<file path="config.mk">
export PLATFORM = sky130hd
export DESIGN_NAME = coincidence_scan_sequencer
export DESIGN_NICKNAME = d
export VERILOG_FILES = /design/src/rtl/coincidence_scan_sequencer.sv
export SDC_FILE = /design/constraint.sdc
export NUM_CORES = 1
export LEC_CHECK = 0
export BUFFER_PORTS_ARGS = -buffer_cell sky130_fd_sc_hd__buf_2
export CORE_MARGIN = 2
export CORE_UTILIZATION = 40
export DETAILED_ROUTE_END_ITERATION = 10
export PLACE_DENSITY = 0.65
export SYNTH_ARGS = -nofsm -noshare
export SYNTH_HDL_FRONTEND = slang
export SYNTH_SLANG_ARGS = --single-unit
</file>
<file path="constraint.sdc">
create_clock -name sysClk -period 2.4 [get_ports sysClk]
set_input_delay 0.12 -clock sysClk [delete_from_list [all_inputs] [get_ports sysClk]]
set_output_delay 0.12 -clock sysClk [all_outputs]
set_load 0.005 [all_outputs]
</file>
<file path="src/rtl/coincidence_scan_sequencer.sv">
// coincidence_scan_sequencer: arbitrates the recorder CSR and scans the reference histogram for its rising edge.
// Optional watchdog on the wait states: define COINCIDENCE_SCAN_TIMEOUT_EN.
module coincidence_scan_sequencer #(
    parameter int CHANNEL_COUNT = 2,
    parameter int SAMPLE_CLKS_PER_COINCIDENCE = 64,
    parameter int SUM_WIDTH = 8,
    parameter int REF_CHANNEL = 0,
    parameter int SETTLE_CYCLES = 8,
    parameter int TIMEOUT_CYCLES = 65535,
    localparam int MUXSEL_W = (CHANNEL_COUNT > 1) ? $clog2(CHANNEL_COUNT) : 1,
    localparam int ADDR_W = $clog2(SAMPLE_CLKS_PER_COINCIDENCE)
) (
    input  logic                 sysClk,
    input  logic                 sysReset_n,
    input  logic                 scanStart,
    input  logic [SUM_WIDTH-1:0] threshold,
    input  logic [ADDR_W-1:0]    coincidenceOffset,
    input  logic                 realignEnable,
    input  logic                 hostCsrStrobe,
    input  logic [31:0]          hostGPIO_OUT,
    input  logic [31:0]          recCsr,
    output logic                 recCsrStrobe,
    output logic [31:0]          recGPIO_OUT,
    output logic                 scanBusy,
    output logic                 scanDone,
    output logic                 scanError,
    output logic [ADDR_W-1:0]    edgeAddress,
    output logic [ADDR_W-1:0]    coincidenceAddress,
    output logic                 hostDropped
);
    localparam int N = SAMPLE_CLKS_PER_COINCIDENCE;
    localparam logic [ADDR_W-1:0] LAST = ADDR_W'(N - 1);
    localparam logic [ADDR_W:0] N_EXT = (ADDR_W + 1)'(N);

    typedef enum logic [3:0] {
        IDLE, ARM, WAIT_HI, WAIT_LO, RD_ISSUE, RD_MATCH, RD_SETTLE, RD_EVAL, WR_COINC, REALIGN, DONE
    } state_t;

    state_t state, state_d;
    logic busy_meta, busy_sync, first, realign_en, strobe_d, hit, last, match, timeout, unused_bits;
    logic [31:0] gpio_d, cnt;
    logic [SUM_WIDTH-1:0] prev, rb_count;
    logic [ADDR_W-1:0] addr, hit_addr, coinc, rb_addr;
    logic [ADDR_W:0] coinc_sum, coinc_wrap;
    logic [MUXSEL_W-1:0] rb_mux;

    assign rb_count = recCsr[0 +: SUM_WIDTH];
    assign rb_addr = recCsr[SUM_WIDTH +: ADDR_W];
    assign rb_mux = recCsr[24 +: MUXSEL_W];
    assign match = rb_addr == addr && rb_mux == MUXSEL_W'(REF_CHANNEL);
    assign last = addr == LAST;
    // the first read (address N-1) only seeds prev and can never be an edge
    assign hit = !first && rb_count >= threshold && prev < threshold;
    assign coinc_sum = {1'b0, hit_addr} + {1'b0, coincidenceOffset};
    assign coinc_wrap = (coinc_sum >= N_EXT) ? coinc_sum - N_EXT : coinc_sum;
    assign coinc = coinc_wrap[ADDR_W-1:0];
    assign scanBusy = state != IDLE && state != DONE;
    assign scanDone = state == DONE;
    assign unused_bits = ^{recCsr, 32'(TIMEOUT_CYCLES)};

`ifdef COINCIDENCE_SCAN_TIMEOUT_EN
    assign timeout = (state == WAIT_HI || state == WAIT_LO || state == RD_MATCH) && cnt >= 32'(TIMEOUT_CYCLES - 1);
`else
    assign timeout = 1'b0;
`endif

    always_comb begin
        state_d = state;
        strobe_d = 1'b0;
        gpio_d = '0;
        case (state)
            IDLE, DONE: begin
                state_d = (state == IDLE && scanStart) ? ARM : IDLE;
                strobe_d = hostCsrStrobe && !(state == IDLE && scanStart);
                gpio_d = hostGPIO_OUT;
            end
            ARM: begin
                strobe_d = 1'b1;
                gpio_d = 32'h8000_0000;
                state_d = WAIT_HI;
            end
            WAIT_HI: state_d = busy_sync ? WAIT_LO : WAIT_HI;
            WAIT_LO: state_d = busy_sync ? WAIT_LO : RD_ISSUE;
            RD_ISSUE: begin
                strobe_d = 1'b1;
                gpio_d[24 +: MUXSEL_W] = MUXSEL_W'(REF_CHANNEL);
                gpio_d[0 +: ADDR_W] = addr;
                state_d = RD_MATCH;
            end
            RD_MATCH: state_d = match ? RD_SETTLE : RD_MATCH;
            RD_SETTLE: state_d = (cnt >= 32'(SETTLE_CYCLES - 1)) ? RD_EVAL : RD_SETTLE;
            RD_EVAL: state_d = hit ? WR_COINC : (!first && last) ? DONE : RD_ISSUE;
            WR_COINC: begin
                strobe_d = 1'b1;
                gpio_d = 32'h4000_0000 | 32'(coinc);
                state_d = realign_en ? REALIGN : DONE;
            end
            // one quiet cycle keeps the realign strobe apart from the coincidence write
            REALIGN: begin
                strobe_d = cnt != 0;
                gpio_d = 32'h2000_0000;
                state_d = (cnt != 0) ? DONE : REALIGN;
            end
            default: state_d = IDLE;
        endcase
        if (timeout) state_d = DONE;
    end

    always_ff @(posedge sysClk) begin
        if (!sysReset_n) begin
            state <= IDLE;
            busy_meta <= 1'b0;
            busy_sync <= 1'b0;
            cnt <= '0;
            recCsrStrobe <= 1'b0;
            recGPIO_OUT <= '0;
            scanError <= 1'b0;
            hostDropped <= 1'b0;
            edgeAddress <= '0;
            coincidenceAddress <= '0;
            realign_en <= 1'b0;
            first <= 1'b0;
            addr <= '0;
            prev <= '0;
            hit_addr <= '0;
        end else begin
            state <= state_d;
            busy_meta <= recCsr[31];
            busy_sync <= busy_meta;
            cnt <= (state_d != state) ? '0 : cnt + 32'd1;
            recCsrStrobe <= strobe_d;
            if (strobe_d) recGPIO_OUT <= gpio_d;
            if (state == IDLE && scanStart) begin
                realign_en <= realignEnable;
                scanError <= 1'b0;
                hostDropped <= 1'b0;
                addr <= LAST;
                first <= 1'b1;
            end
            if (hostCsrStrobe && (scanBusy || (state == IDLE && scanStart))) hostDropped <= 1'b1;
            if (state == RD_EVAL) begin
                first <= 1'b0;
                prev <= rb_count;
                addr <= last ? '0 : addr + 1'b1;
                if (hit) hit_addr <= addr;
                if (!first && !hit && last) scanError <= 1'b1;
            end
            if (timeout) scanError <= 1'b1;
            if (state == WR_COINC) begin
                edgeAddress <= hit_addr;
                coincidenceAddress <= coinc;
            end
        end
    end
endmodule

</file>
# After elaboration in Yosys (flattened, before gate mapping)
# Cells that the tools add are included.
# Widths: inputs -> output; s select.
dict set report op_classes {
  n_addsub 4
  magnitude_cmp 4
  n_eq_ne 14
  muxes 24
  bitwise_logic 2
  reduce_logical 24
}
# op n
set ops {}
lappend ops {{$pmux 4 s10} 1}
lappend ops {{$add 32x1->32 const B} 1}
lappend ops {{$ge 32x3->1 const B} 1}
lappend ops {{$reduce_bool 32->1} 1}
lappend ops {{$pmux 7 s4} 1}
lappend ops {{$mux 6} 4}
lappend ops {{$mux 18} 1}
lappend ops {{$pmux 6 s3} 1}
lappend ops {{$eq 4x3->1 const B} 4}
lappend ops {{$eq 4x4->1 const B} 3}
lappend ops {{$logic_and 1x1->1} 10}
lappend ops {{$mux 1} 9}
lappend ops {{$eq 4x2->1 const B} 2}
lappend ops {{$ge 8x8->1} 1}
lappend ops {{$lt 8x8->1} 1}
lappend ops {{$mux 4} 2}
lappend ops {{$add 6x6->7} 1}
lappend ops {{$ge 7x7->1 const B} 1}
lappend ops {{$add 6x1->6 const B} 1}
lappend ops {{$eq 6x6->1} 1}
lappend ops {{$eq 6x6->1 const B} 1}
lappend ops {{$mux 2} 3}
lappend ops {{$reduce_or 2->1} 3}
lappend ops {{$sub 6x1->6 const B} 1}
lappend ops {{13 further kinds} 17}
dict set report totals {
  ff_bits 107
  output_inout_bits 49
}

# Longest topological paths before layout
# Gate-level depths: netlist (run 1).
dict set report logic_depth {
  ltp_word 8
  ltp_mapped 9
}

# Worst setup path before layout (run 1)
# Ideal clock, no wire load.
dict set report synth_path {
  path_kind {reg-to-reg}
  from {register prev[6]}
  to {register cnt[0]}
  setup_ns 0.147
  arrival_time_ns 2.106
  t_required_ns 2.253
  path_slack_ns 0.147
  stages_incl_launch_ff 8
  period_less_slack_ns 2.253
  path_cell_list {dfxtp_1 -> ha_1 -> a21o_1 -> a211oi_1 -> o211ai_1 -> o211ai_1 -> clkbuf_1 -> a211oi_2}
}
dict set report synth_via {
  elab_chain_cells 6
}
# element line
set synth_lines {}
lappend synth_lines {{from (decl)} 42} ;# logic [SUM_WIDTH-1:0] prev, rb_count;
lappend synth_lines {{from (signal assigned)} 143} ;# prev <= rb_count;
lappend synth_lines {{$lt 8x8->1} 53} ;# assign hit = !first && rb_count >= threshold && prev < threshold;
lappend synth_lines {{$logic_and 1x1->1} 53}
lappend synth_lines {{$mux 4} 92} ;# RD_EVAL: state_d = hit ? WR_COINC : (!first && last) ? DONE : RD_ISSUE;
lappend synth_lines {{$pmux 4 s10} 71} ;# case (state)
lappend synth_lines {{$ne 4x4->1} 130} ;# cnt <= (state_d != state) ? '0 : cnt + 32'd1;
lappend synth_lines {{$reduce_or 2->1 (no source line)} --}
lappend synth_lines {{to (signal assigned)} 130}
lappend synth_lines {{to (decl)} 41} ;# logic [31:0] gpio_d, cnt;
# No other way between the ends.
# A chain may end at the register's enable or synchronous reset.

# Worst setup path after layout (run 1)
dict set report layout_path {
  from {register cnt[26]}
  to {register cnt[13]}
}
dict set report layout_via {
  elab_chain_cells 5
}
# element line
set layout_lines {}
lappend layout_lines {{$ge 32x3->1 / $reduce_bool 32->1 (equally long branches)} {91, 102}}
lappend layout_lines {{$mux 1 / $mux 2 (equally long branches)} {91, 102}}
lappend layout_lines {{$pmux 4 s10 (*)} 71}
lappend layout_lines {{$ne 4x4->1 (*)} 130}
lappend layout_lines {{$reduce_or 2->1 (no source line) (*)} --}
# Mark *: on every way between the ends. The rest lies on a longest branch, timed or not.

==> impl_metrics.py, run 1 <==
metrics = {
    "synth": {
        "synth_ff_type": "dfxtp_1",
        "synth_common_cells": "dfxtp_1 (107), nand2_1 (95), a21oi_1 (70)",
        "async_reset_ff_share_pct": 0,
        "yosysWarnings": 0,
        "synth_most_common_cell": "dfxtp_1",
        "synth_edf_count": 0,
        "seq_area_frac_synth_pct": 39.5,
        "syn_inst": 634,
        "synth.avg_cell_area_sq_um": 8.54,
        "synth_top_cell_by_area": "dfxtp_1",
        "yosysTopAreaCellShare_pct": 39.5,
        "syn_area_sq_mm": 0.00542,
        "yosys-top-cells-area": "dfxtp_1 (40%), a211oi_2 (6.9%), nand2_1 (6.6%), a21oi_1 (6.5%), ha_1 (5.3%)",
        "post_synth_num_cell_types": 52,
        "synth_fp_nets": 741,
        "ys_ff_latch": 107,
    },
    "grt": {
        "antenna_found_initial": 0,
        "track_usage_pct": 20.0,
        "grt_pass1_vias": 4961,
        "grt.overflow.total": 0,
        "grt_pass1_wl_um": 23500,
        "grt_start_max_net_pins": 55,
    },
    "clock_tree": {
        "cts_buffers": 9,
        "path_clk_slew_ns": 0.07,
        "root_buffer": "clkbuf_16",
        "cts_tree": "built",
        "htree_levels": 3,
        "numClockSinks": 107,
        "clk_latency_ns": 0.35,
        "clock_path_buffers": 2,
    },
    "floorplan": {
        "boundaryPins": 132,
        "start_util_pct": 40.9,
        "num_rows": 42,
        "floorplan.die.height_um": 120,
        "die_area_sq_mm": 0.0145,
        "fp.coreArea_sq_mm": 0.0132,
        "die_w_um": 120,
    },
    "power": {
        "ir_drop_mv": 0.476,
        "total_power_mw": 4.15,
        "p_leak_nw": 2.80,
        "power_density_mw_per_mm2": 607,
    },
    "worst_hold_path": {
        "worstHoldPathType": "in -> reg",
    },
    "setup_path": {
        "crit_type": "reg -> reg",
        "worst_setup_path_end_kind": "register",
        "critPathLaunchType": "register",
        "worstPathRequired_ns": 2.67,
        "worstPathMaxFanout": 8,
        "ff2ff_setup_slack_ns": 0.07,
        "cp_data_arrival_time_ns": 2.60,
    },
    "final_layout": {
        "diodes": 0,
        "nets": 875,
        "drive_gt1_share_pct": 28.4,
        "finalNonFillerCells": 948,
        "area_growth_syn_to_layout_pct": 26.4,
        "fillers": 1264,
    },
    "drt": {
        "antenna_left": 0,
        "drc": 0,
        "via_per_inst": 5.45,
        "drtPass1Iterations": 5,
        "wl_per_cell_um": 15.5,
        "drt_iter0_drc": 305,
        "vias": 5165,
        "routed_wl_um": 14700,
    },
    "timing": {
        "slew_viol_final": 0,
        "fin_setup_tns_ns": 0,
        "skew_ns": 0.00950,
        "max_slew_margin_pct": 54.0,
        "hold_violations": 0,
        "clock.fmax_mhz": 429,
        "tightestPinTransition_ns": 0.685,
        "setup_violations": 0,
        "min_period_over_period_pct": 97.1,
        "grt_setup_unrepaired": "yes",
        "post-route-min-period_ns": 2.33,
    },
    "place": {
        "io_buffers": 115,
        "dp.cells": 928,
        "hpwl_um": 10400,
        "place_congestion": 0.848,
    },
    "run_status": {
        "outcome": "completed",
    },
    "run": {
        "cap_violations": 0,
    },
}
-- critical path, stage by stage (launching register included) --
cell       delay [ns]
dfxtp_1          0.35
nor4_2           0.26
nand4_1          0.22
buf_4            0.22
nor4_4           0.27
buf_4            0.16
nor4_4           0.05
mux2i_4          0.20
buf_12           0.16
clkbuf_16        0.16
a211oi_2         0.19
-- metrics by stage --
step                      setup WS [ns]  util [%]  hold WS (ns)  instance area (sq um)
after global placement           0.0785      48.5         0.348                   6420
after floorplan                   0.147         -         0.247                   5420
final                            0.0699      51.7        0.0172                   6850
after CTS                        0.0245      50.7       0.00294                   6710
after detailed placement         0.0391      48.5         0.350                   6420
after global routing            -0.0452      51.7        0.0129                   6850
-- state kept, by name (all words and copies together) (netlist names), 4 cells and up --
name                count
state                   4
prev                    8
edgeAddress             6
addr                    6
recGPIO_OUT            32
hit_addr                6
cnt                    32
coincidenceAddress      6
-- power breakdown --
group	internal, mW	leakage (nW)	switching (mW)	total, mW
Clock	0.802	0.136	0.635	1.44
Combinational	0.334	1.80	0.483	0.816
Sequential	1.85	0.869	0.0501	1.90
Total	2.99	2.80	1.17	4.15
-- area by class of cell --
cell class / instances / area, sq um / area share [%]
clock buffers: 12 / 236 / 3.45
flip-flops and latches: 107 / 2140 / 31.3
multi-input cells: 470 / 3110 / 45.4
repair buffers: 161 / 1020 / 15.0
well taps: 176 / 220 / 3.22
clock inverters: 3 / 40.0 / 0.585
inverters: 19 / 71.3 / 1.04
-- cells by family (layout without fill, tap and decap cells) --
| group | count (synthesis) | in the layout | synth area share, % |
|---|---|---|---|
| DFF | 107 | 107 | 39.5 |
| adders and majority gates | 24 | 24 | 5.68 |
| buffers and inverters | 57 | 195 | 4.39 |
| muxes | 2 | 2 | 0.439 |
| xor gates and xnor gates | 42 | 42 | 6.79 |
| and+or+nand+nor | 235 | 235 | 20.7 |
| AOI/OAI and AO/OA | 167 | 167 | 22.4 |
-- placed cells by master, fill, tap and decap left out, types with 4 or more instances in the layout --
cell	synthesis	routed
a211oi_1	6	4
clkbuf_16	0	11
nand4_1	11	11
ha_1	23	23
buf_4	0	37
o31ai_1	4	4
nand2b_1	5	5
o211ai_1	4	4
nor3_1	14	12
dfxtp_1	107	106
a22oi_1	4	4
nand3_1	42	42
xor2_1	24	24
inv_1	18	18
o21ai_0	16	16
nor4_1	9	6
a211oi_2	30	32
nand2_1	95	95
nor2b_1	5	5
and3_1	6	6
xnor2_1	18	18
buf_12	0	5
and2_1	8	8
a21o_1	8	8
a21oi_1	70	70
nor2_1	30	30
buf_2	1	115
-- layer usage --
metal / GRT usage (%) / share of wire [%] / up-vias
li1: - / - / 2531
met4: 5.38 / 1.5 / 0
met2: 35.1 / 52 / 125
met3: 5.57 / 4.7 / 17
met1: 23.8 / 42 / 2492
met5: 0 / 0 / -
-- worst paths after layout --
kind                                           endpoint  cells after the start                  from
worst max-delay path                 cnt[13]$_SDFF_PP0_                     10    cnt[26]$_SDFF_PP0_
worst min-delay path            realign_en$_SDFFE_PN0P_                      3         realignEnable
worst max register to register       cnt[13]$_SDFF_PP0_                     10    cnt[26]$_SDFF_PP0_
worst min register to register     busy_sync$_SDFF_PN0_                      1  busy_meta$_SDFF_PN0_
-- repair_timing --
action                                 in CTS  in global routing
resized for setup                           0                  9
endpoints found under the hold margin       1                  0
hold buffers                                1                  0
setup endpoints to repair                   0                 32
buffers inserted                            0                  2
(Power assumes the default switching activity.)
==> run 2, diff against run 1 <==
--- a/config.mk
+++ b/config.mk
@@ -5,8 +5,7 @@
 export SDC_FILE = /design/constraint.sdc
 export NUM_CORES = 1
 export LEC_CHECK = 0
-export BUFFER_PORTS_ARGS = -buffer_cell sky130_fd_sc_hd__buf_2
-export CORE_MARGIN = 2
+export BUFFER_PORTS_ARGS = -buffer_cell sky130_fd_sc_hd__buf_4
 export CORE_UTILIZATION = 40
 export DETAILED_ROUTE_END_ITERATION = 10
 export PLACE_DENSITY = 0.65
==> run 2 against run 1 <==
  * Largest power group unchanged
  * Register-to-register slack lost 0.02 ns
  * Global-route usage increased by 0.21 points
  * Power up 3.7%
  * Clock power rose by 6%
  * Worst setup slack lost 0.017 ns
  * Critical path depth fell by 2
  * Sequential share of layout area decreased by 1.5 points
  * Largest cell class unchanged
==> impl_metrics.py, run 2 (same netlist as run 1, synthesis figures left out) <==
metrics = {
    "run_status": {
        "outcome": "completed",
    },
    "timing": {
        "hold_violations": 0,
        "setup_violations": 0,
        "post-route-min-period_ns": 2.35,
        "clock.fmax_mhz": 426,
        "tightestPinTransition_ns": 0.738,
        "max_slew_margin_pct": 50.8,
        "min_period_over_period_pct": 97.8,
        "skew_ns": 0.00817,
        "grt_setup_unrepaired": "yes",
        "slew_viol_final": 0,
    },
    "drt": {
        "drc": 0,
        "drtPass1Iterations": 5,
        "wl_per_cell_um": 15.3,
        "routed_wl_um": 14600,
        "drt_iter0_drc": 307,
        "via_per_inst": 5.32,
        "antenna_left": 0,
        "vias": 5056,
    },
    "power": {
        "power_density_mw_per_mm2": 598,
        "p_clk_share_pct": 35.3,
        "power_frac_comb_pct": 20.5,
        "p_sw_mw": 1.19,
        "power.internal_mw": 3.12,
        "p_leak_nw": 2.89,
        "switching_share_pct": 27.6,
        "total_power_mw": 4.31,
        "ir_drop_mv": 0.479,
        "seqPwrFrac_pct": 44.2,
    },
    "final_layout": {
        "multiInputGateArea_sq_mm": 0.00313,
        "final_common_cell": "buf_4",
        "diodes": 0,
        "layout_common_cells": "buf_4 (152), dfxtp_1 (105), nand2_1 (95)",
        "fillers": 1236,
        "top_regs": "cnt x32, recGPIO_OUT x32, prev x8",
        "regArea_sq_mm": 0.00215,
        "area_growth_syn_to_layout_pct": 33.0,
        "nets": 876,
        "finalNonFillerCells": 950,
        "drive_gt1_share_pct": 29.2,
    },
    "floorplan": {
        "die_w_um": 118,
        "die_area_sq_mm": 0.0140,
        "boundaryPins": 132,
        "start_util_pct": 40.9,
        "num_rows": 42,
        "floorplan.die.height_um": 118,
        "fp.coreArea_sq_mm": 0.0132,
    },
    "grt": {
        "antenna_found_initial": 0,
        "grt.overflow.total": 0,
        "grt_pass1_wl_um": 23100,
        "grt_pass1_vias": 4846,
        "track_usage_pct": 20.2,
        "grt_start_max_net_pins": 69,
    },
    "clock_tree": {
        "cts_tree": "built",
        "numClockSinks": 107,
        "clock_path_buffers": 2,
        "path_clk_slew_ns": 0.07,
        "root_buffer": "clkbuf_16",
        "cts_buffers": 9,
        "clk_latency_ns": 0.35,
        "htree_levels": 3,
    },
    "setup_path": {
        "critPathLaunchType": "register",
        "worstPathMaxFanout": 5,
        "critical_path.cell_chain": "nor4_4, nand4_1, o311a_1, nor4_4, mux2i_4, buf_12, clkbuf_16, a211oi_2",
        "crit_type": "reg -> reg",
        "cpMaxStageDelayCell": "o311a_1",
        "cp_data_arrival_time_ns": 2.57,
        "ff2ff_setup_slack_ns": 0.05,
        "cpMostUsedCell": "nor4_4",
        "worstPathRequired_ns": 2.62,
        "worst_setup_path_end_kind": "register",
        "crit_path_max_incr_delay_ns": 0.43,
    },
    "place": {
        "dp.cells": 927,
        "place_congestion": 0.852,
        "hpwl_um": 10200,
        "io_buffers": 115,
    },
    "worst_hold_path": {
        "worstHoldPathType": "in -> reg",
    },
    "run": {
        "cap_violations": 0,
    },
}
-- run 2: metrics by stage --
step           setup TNS, ns  util [%]  worst slack, ns  area (sq um)  hold WS (ns)
5_1_grt                -1.84      54.4          -0.0716          7210        0.0107
4_1_cts                    0      53.0          0.00181          7020       0.00782
6_report                   0      54.4           0.0532          7210        0.0201
2_1_floorplan              0         -            0.147          5420         0.247
3_3_place_gp               0      50.6           0.0586          6700         0.341
3_5_place_dp               0      50.6           0.0435          6700         0.340
-- run 2: worst max-delay path, delay by kind of cell (launching register included) --
family,cells,cell delay [ns]
AOI/OAI and AO/OA,2,0.47
buffers and inverters,2,0.29
DFF,1,0.37
muxes,1,0.36
and+or+nand+nor,3,0.74
-- run 2: per-layer routing --
layer	vias up	wire length, um	global-route usage (%)
li1	2529	-	-
met1	2413	6220	24.3
met2	101	7530	35.3
met3	13	646	5.74
met4	0	167	4.57
met5	-	0	0
-- run 2: path summary, 6_finish.rpt --
| path | end | start | cells after the start |
|---|---|---|---|
| max | cnt[20]$_SDFF_PP0_ | cnt[26]$_SDFF_PP0_ | 8 |
| min | hostDropped$_SDFFE_PN0P_ | hostCsrStrobe | 3 |
| max reg2reg | cnt[20]$_SDFF_PP0_ | cnt[26]$_SDFF_PP0_ | 8 |
| min reg2reg | recGPIO_OUT[7]$_SDFFE_PN0P_ | recGPIO_OUT[7]$_SDFFE_PN0P_ | 2 |
-- run 2: power by group through the flow --
stage	logic (mW)	registers (mW)	clock network [mW]
final	0.881	1.90	1.52
after global routing	0.955	1.91	1.62
after CTS	0.821	1.91	1.56
after detailed placement	0.816	1.95	0
after global placement	0.798	1.94	0
after floorplan	0.453	1.94	0
-- run 2: final cells by class --
class / instances / share of cell area (%)
inverters: 19 / 0.990
flip-flops and latches: 107 / 29.8
clock inverters: 3 / 0.642
clock buffers: 13 / 3.61
well taps: 176 / 3.06
multi-input cells: 470 / 43.5
repair buffers: 162 / 18.4
-- run 2: what timing repair did --
item                       in CTS  in global routing
hold buffers                    1                  0
setup buffers                   0                  3
resized for setup               0                 17
setup endpoints to repair       0                 33
hold endpoints to repair        1                  0
